[config.mk]
export PLATFORM = sky130hd
export DESIGN_NAME = mix_columns_seq
export DESIGN_NICKNAME = d
export VERILOG_FILES = /design/src/rtl/aes_pkg.sv /design/src/rtl/gf_mix_column.sv /design/src/rtl/mix_columns_seq.sv
export SDC_FILE = /design/constraint.sdc
export NUM_CORES = 1
export LEC_CHECK = 0
export CAP_MARGIN = 20
export CORE_ASPECT_RATIO = 0.8
export CORE_MARGIN = 2
export CORE_UTILIZATION = 50
export CTS_BUF_LIST = sky130_fd_sc_hd__clkbuf_4 sky130_fd_sc_hd__clkbuf_8
export DETAILED_ROUTE_END_ITERATION = 10
export GPL_TIMING_DRIVEN = 0
export PLACE_DENSITY_LB_ADDON = 0.3
export SLEW_MARGIN = 10
export SYNTH_ARGS = -nofsm -noshare
export SYNTH_HDL_FRONTEND = slang
export SYNTH_SLANG_ARGS = --single-unit
[constraint.sdc]
create_clock -name clk -period 8 [get_ports clk]
set_clock_uncertainty 0.2 [all_clocks]
set_input_delay 0.8 -clock clk [delete_from_list [all_inputs] [get_ports clk]]
set_output_delay 0.8 -clock clk [all_outputs]
set_load 0.01 [all_outputs]
[src/rtl/aes_pkg.sv]
// rtl/aes_pkg.sv - shared AES constants, mode encoding, xtime and FSM state type
package aes_pkg;

    localparam logic [7:0] RED_POLY = 8'h1b;
    localparam logic       MODE_FWD = 1'b0;
    localparam logic       MODE_INV = 1'b1;

    typedef enum logic [1:0] {
        ST_IDLE = 2'd0,
        ST_RUN  = 2'd1,
        ST_DONE = 2'd2
    } state_e;

    function automatic logic [7:0] xtime(input logic [7:0] b);
        return {b[6:0], 1'b0} ^ (b[7] ? RED_POLY : 8'h00);
    endfunction

endpackage

[src/rtl/gf_mix_column.sv]
// rtl/gf_mix_column.sv - combinational forward/inverse MixColumns on one 32-bit column
module gf_mix_column
    import aes_pkg::*;
(
    input  logic [31:0] col_in,
    input  logic        mode,
    output logic [31:0] col_out
);

    logic [7:0] a  [4];
    logic [7:0] m2 [4];
    logic [7:0] m4 [4];
    logic [7:0] m8 [4];
    logic [7:0] o  [4];
    logic [1:0] idx;

    always_comb begin
        idx = 2'd0;
        for (int j = 0; j < 4; j++) begin
            a[j]  = col_in[31 - 8*j -: 8];
            m2[j] = xtime(a[j]);
            m4[j] = xtime(m2[j]);
            m8[j] = xtime(m4[j]);
        end
        // Row r uses the base coefficient row rotated right by r.
        for (int r = 0; r < 4; r++) begin
            o[r] = 8'h00;
            for (int j = 0; j < 4; j++) begin
                idx = 2'(j - r);
                if (mode == MODE_INV) begin
                    case (idx)
                        2'd0:    o[r] = o[r] ^ m8[j] ^ m4[j] ^ m2[j];
                        2'd1:    o[r] = o[r] ^ m8[j] ^ m2[j] ^ a[j];
                        2'd2:    o[r] = o[r] ^ m8[j] ^ m4[j] ^ a[j];
                        default: o[r] = o[r] ^ m8[j] ^ a[j];
                    endcase
                end else begin
                    case (idx)
                        2'd0:    o[r] = o[r] ^ m2[j];
                        2'd1:    o[r] = o[r] ^ m2[j] ^ a[j];
                        default: o[r] = o[r] ^ a[j];
                    endcase
                end
            end
        end
        col_out = {o[0], o[1], o[2], o[3]};
    end

endmodule

[src/rtl/mix_columns_seq.sv]
// rtl/mix_columns_seq.sv - sequential MixColumns over a 128-bit AES state, LANES columns per clock
module mix_columns_seq
    import aes_pkg::*;
#(
    parameter int LANES = 1
) (
    input  logic         clk,
    input  logic         rst_n,
    input  logic         in_valid,
    output logic         in_ready,
    input  logic         in_mode,
    input  logic [127:0] in_state,
    output logic         out_valid,
    input  logic         out_ready,
    output logic [127:0] out_state,
    output logic         busy
);

    if (!(LANES == 1 || LANES == 2 || LANES == 4)) begin : g_bad_lanes
        $error("mix_columns_seq: LANES must be 1, 2 or 4");
    end

    localparam logic [1:0] LAST = 2'(4 / LANES - 1);

    state_e       state_q, state_d;
    logic [1:0]   cnt_q, cnt_d;
    logic         mode_q, mode_d;
    logic [127:0] work_q, work_d;
    logic [31:0]  lane_in  [LANES];
    logic [31:0]  lane_out [LANES];
    int           base;

    for (genvar l = 0; l < LANES; l++) begin : g_lane
        gf_mix_column u_col (
            .col_in  (lane_in[l]),
            .mode    (mode_q),
            .col_out (lane_out[l])
        );
    end

    always_comb begin
        base = (int'(cnt_q) * LANES) & 3;
        for (int l = 0; l < LANES; l++) begin
            lane_in[l] = work_q[127 - 32*(base + l) -: 32];
        end
    end

    always_comb begin
        state_d  = state_q;
        cnt_d    = cnt_q;
        mode_d   = mode_q;
        work_d   = work_q;
        in_ready = 1'b0;
        case (state_q)
            ST_IDLE: in_ready = 1'b1;
            ST_RUN: begin
                for (int l = 0; l < LANES; l++) begin
                    work_d[127 - 32*(base + l) -: 32] = lane_out[l];
                end
                if (cnt_q == LAST) begin
                    cnt_d   = 2'd0;
                    state_d = ST_DONE;
                end else begin
                    cnt_d = cnt_q + 2'd1;
                end
            end
            ST_DONE: begin
                if (out_ready) begin
                    in_ready = 1'b1;
                    state_d  = ST_IDLE;
                end
            end
            default: state_d = ST_IDLE;
        endcase
        // Acceptance overrides the DONE->IDLE hop so back-to-back states see no bubble.
        if (in_valid && in_ready) begin
            work_d  = in_state;
            mode_d  = in_mode;
            cnt_d   = 2'd0;
            state_d = ST_RUN;
        end
    end

    always_ff @(posedge clk or negedge rst_n) begin
        if (!rst_n) begin
            state_q <= ST_IDLE;
            cnt_q   <= 2'd0;
            mode_q  <= MODE_FWD;
            work_q  <= 128'd0;
        end else begin
            state_q <= state_d;
            cnt_q   <= cnt_d;
            mode_q  <= mode_d;
            work_q  <= work_d;
        end
    end

    assign out_valid = (state_q == ST_DONE);
    assign busy      = (state_q != ST_IDLE);
    assign out_state = work_q;

endmodule

==> impl_results.md <==
- Outcome: complete, no violations
- Reg-to-reg slack, setup: 3.68 ns
- Dpl cells: approximately 1.3k
- Cell area after synthesis: 9220 um^2
- CTS tree: yes
- Area leader, netlist: dfrtp_1
- Syn nets: between 900 and 1k
- Crit Path Class: flop to flop
- Post-Syn Area per Cell: 10.8 um^2
- Die Ht: 125 um
- Worst path top cell family by delay: buffers and inverters
- Crit share post-route: 54.1%
- Vias: 8883
- Hold Buf Count CTS: 0
- Endpoints failing hold: 0
- R2R Path Start: cnt_q[1]
- Starting Density: 50.9%
- Die area: between 15000 and 20000 um^2
- Sequential share of the synthesized area: 36.1%
- CP startpoint kind: flop
- Min-Delay Path Class: input pin to asynchronous set/reset pin
- Setup TNS: 0 ns
- Max Slew Vio Count: 0
- Slew @ Worst Pin: roughly 1.1 ns
- Area contributors post-synth: dfrtp_1 36%, xnor2_1 8.4%, a22oi_1 8.1%
- Wirelength, routed: approximately 37 mm
- Crit path time final: 4.32 ns
- CTS max path bufs: 2
- Worst path max stage delay: 0.58 ns
- RSZ-0062 raised after global routing: no
- Top FF cell, synth: dfrtp_1
- Floorplan core area: 18100 um^2
- Antenna violations before repair: 0
- Unique cell type count in the Yosys netlist: 56
- Number of vias per cell: 6.45
- Fin nets: 1272
- Num CTS Buffers: 17
- Most numerous cell in the Yosys netlist: dfrtp_1
- CP max FO: 10
- # setup viols final: 0
- Fraction of layout cells with a size suffix above 1: 9.76%
- Area delta synth->final: 36.8%
- Final std cells w/o fill: 1378
- Maxcap violations: 0
- Grt ovf: 0
- Resize count post-CTS: 0
- Stages on the worst setup path: 11
- Top post-synthesis cells by count: 133 x dfrtp_1, 108 x o21ai_0, 100 x a22oi_1
- Number of global-route vias before repair: 8762
- Final HPWL DP: 27.4 mm
- Worst setup startpoint: cnt_q[1]
- Yosys reg bits: 133
- Crit-path cells: buf_4, buf_4, clkbuf_1, mux4_2, buf_2, xnor2_1, xnor3_1, xnor2_1, a211oi_1, nor4_2, o21ai_0
- Max Fclk: roughly 230 MHz
- PnR worst setup slack: 3.68 ns
- Syn. warnings: 0
- Req. time, crit path: between 8 and 9 ns
- EDFF count, synth: 0
- Mapped Cells: 852
- Clock Pin Slew Worst Setup and Hold Paths: around 0.08 ns
- Yosys top cell area share: between 30 and 40%
- Worst Path Buf+Inv: 4
- Ports: 264
- Drt wl/cell: 27.1 um
- H-tree depth: 4
- Worst r2r path cells: 11
- Worst slew margin: 26.4%
- IO Port Bufs: around 260
- Critical Path Sink: out_state[75]
- Gr usage total: between 30 and 40%
- GP Congestion: 1.03
- Post-synth ARST share: between 90% and 100%
- Largest net degree at the start of global routing: between 70 and 80
- Clk root buf: clkbuf_8
- Clk_lat worst skew: 0.47 ns
- TritonRoute pass-1 iters: 8
- Global-route wire length before repair: 54.3 mm
- Row count: 44
- Clock sink count: between 100 and 150
- ANT nets after route: 0
- Worst R2R End: out_state[75]
- Setup WS pre-CTS: 3.80 ns
- Initial DRC count: approximately 960
- DRC violations left: 0
- Critical-path cell with the highest stage delay: clkbuf_1
- Critical path arrival: 4.44 ns
- Post-CTS Setup Bufs: 0
- Crit. End Element: flop
- Die outline width: 156 um
## per-stage QoR
stage	hold slack [ns]	instance area, um^2	utilization, %
2_1_floorplan	0.304	9220	-
3_3_place_gp	0.296	12100	67.0
3_5_place_dp	0.315	12200	67.2
4_1_cts	0.120	12600	69.6
5_1_grt	0.136	12600	69.6
6_report	0.0935	12600	69.6
## placed cells by master (no fill, tap or decap), types with 10 or more instances in the layout
| cell type | count |
|---|---|
| clkdlybuf4s50_1 | 262 |
| dfrtp_1 | 133 |
| o21ai_0 | 108 |
| a22oi_1 | 100 |
| xnor2_1 | 88 |
| clkbuf_1 | 48 |
| a21oi_1 | 40 |
| nor2_1 | 38 |
| nand2_1 | 33 |
| xor2_1 | 31 |
| mux4_2 | 29 |
| xnor3_1 | 29 |
| clkbuf_8 | 19 |
| o21ai_1 | 15 |
| nand3_1 | 14 |
| xnor2_2 | 11 |
| nor3_1 | 11 |
| buf_2 | 10 |
| o21a_1 | 10 |
## worst min path at each step
stage | from | endpoint | cells after the start
after floorplan | rst_n | cnt_q[0] | 0
after global placement | out_state[8] | out_state[8] | 1
after detailed placement | out_state[8] | out_state[8] | 1
after CTS | rst_n | state_q[0] | 1
after global routing | rst_n | state_q[0] | 1
final | rst_n | state_q[0] | 1
## layer usage
metal / global-route usage (%) / routed length, um / part of all wire, % / up-vias
li1: - / - / - / 3698
met1: 52.0 / 14700 / 39 / 4384
met2: 57.2 / 16500 / 44 / 683
met3: 13.1 / 4680 / 13 / 118
met4: 15.5 / 1550 / 4.2 / 0
met5: 0 / 0 / 0 / -
## area by class of cell
cell class / instances / area (um^2)
Inverter: 5 / 18.8
Multi-Input combinational cell: 642 / 5520
Tap cell: 230 / 288
Timing Repair Buffer: 264 / 2660
Clock buffer: 19 / 262
Sequential cell: 133 / 3330
Fill cell: 1364 / 5500
Antenna cell: 1 / 2.50
Buffer: 72 / 352
Clock inverter: 12 / 178
## state kept, by name, summed over array words and instances, names as in the netlist
signal and flops:
mode_q 1, state_q 2, cnt_q 2, out_state 128
## cells by family (layout without fill, tap and decap cells)
family	after synthesis	count (layout)	synth area share (%)
simple gates	130	130	6.95
flops	133	133	36.1
xor+xnor	174	174	24.0
buf+inv	77	372	4.02
other cells	0	1	0
fa+ha+maj	4	4	0.543
mux	36	36	8.37
compound gates	298	298	20.0
## worst register-to-register path: stages (launching register included)
cell	delay, ns
dfrtp_1	0.38
buf_4	0.28
buf_4	0.33
clkbuf_1	0.59
mux4_2	0.41
buf_2	0.20
xnor2_1	0.17
xnor3_1	0.27
xnor2_1	0.52
a211oi_1	0.20
nor4_2	0.47
o21ai_0	0.16
Power is not shown: default switching activity piles up to over one toggle a cycle in this logic, so the estimate is an artifact.
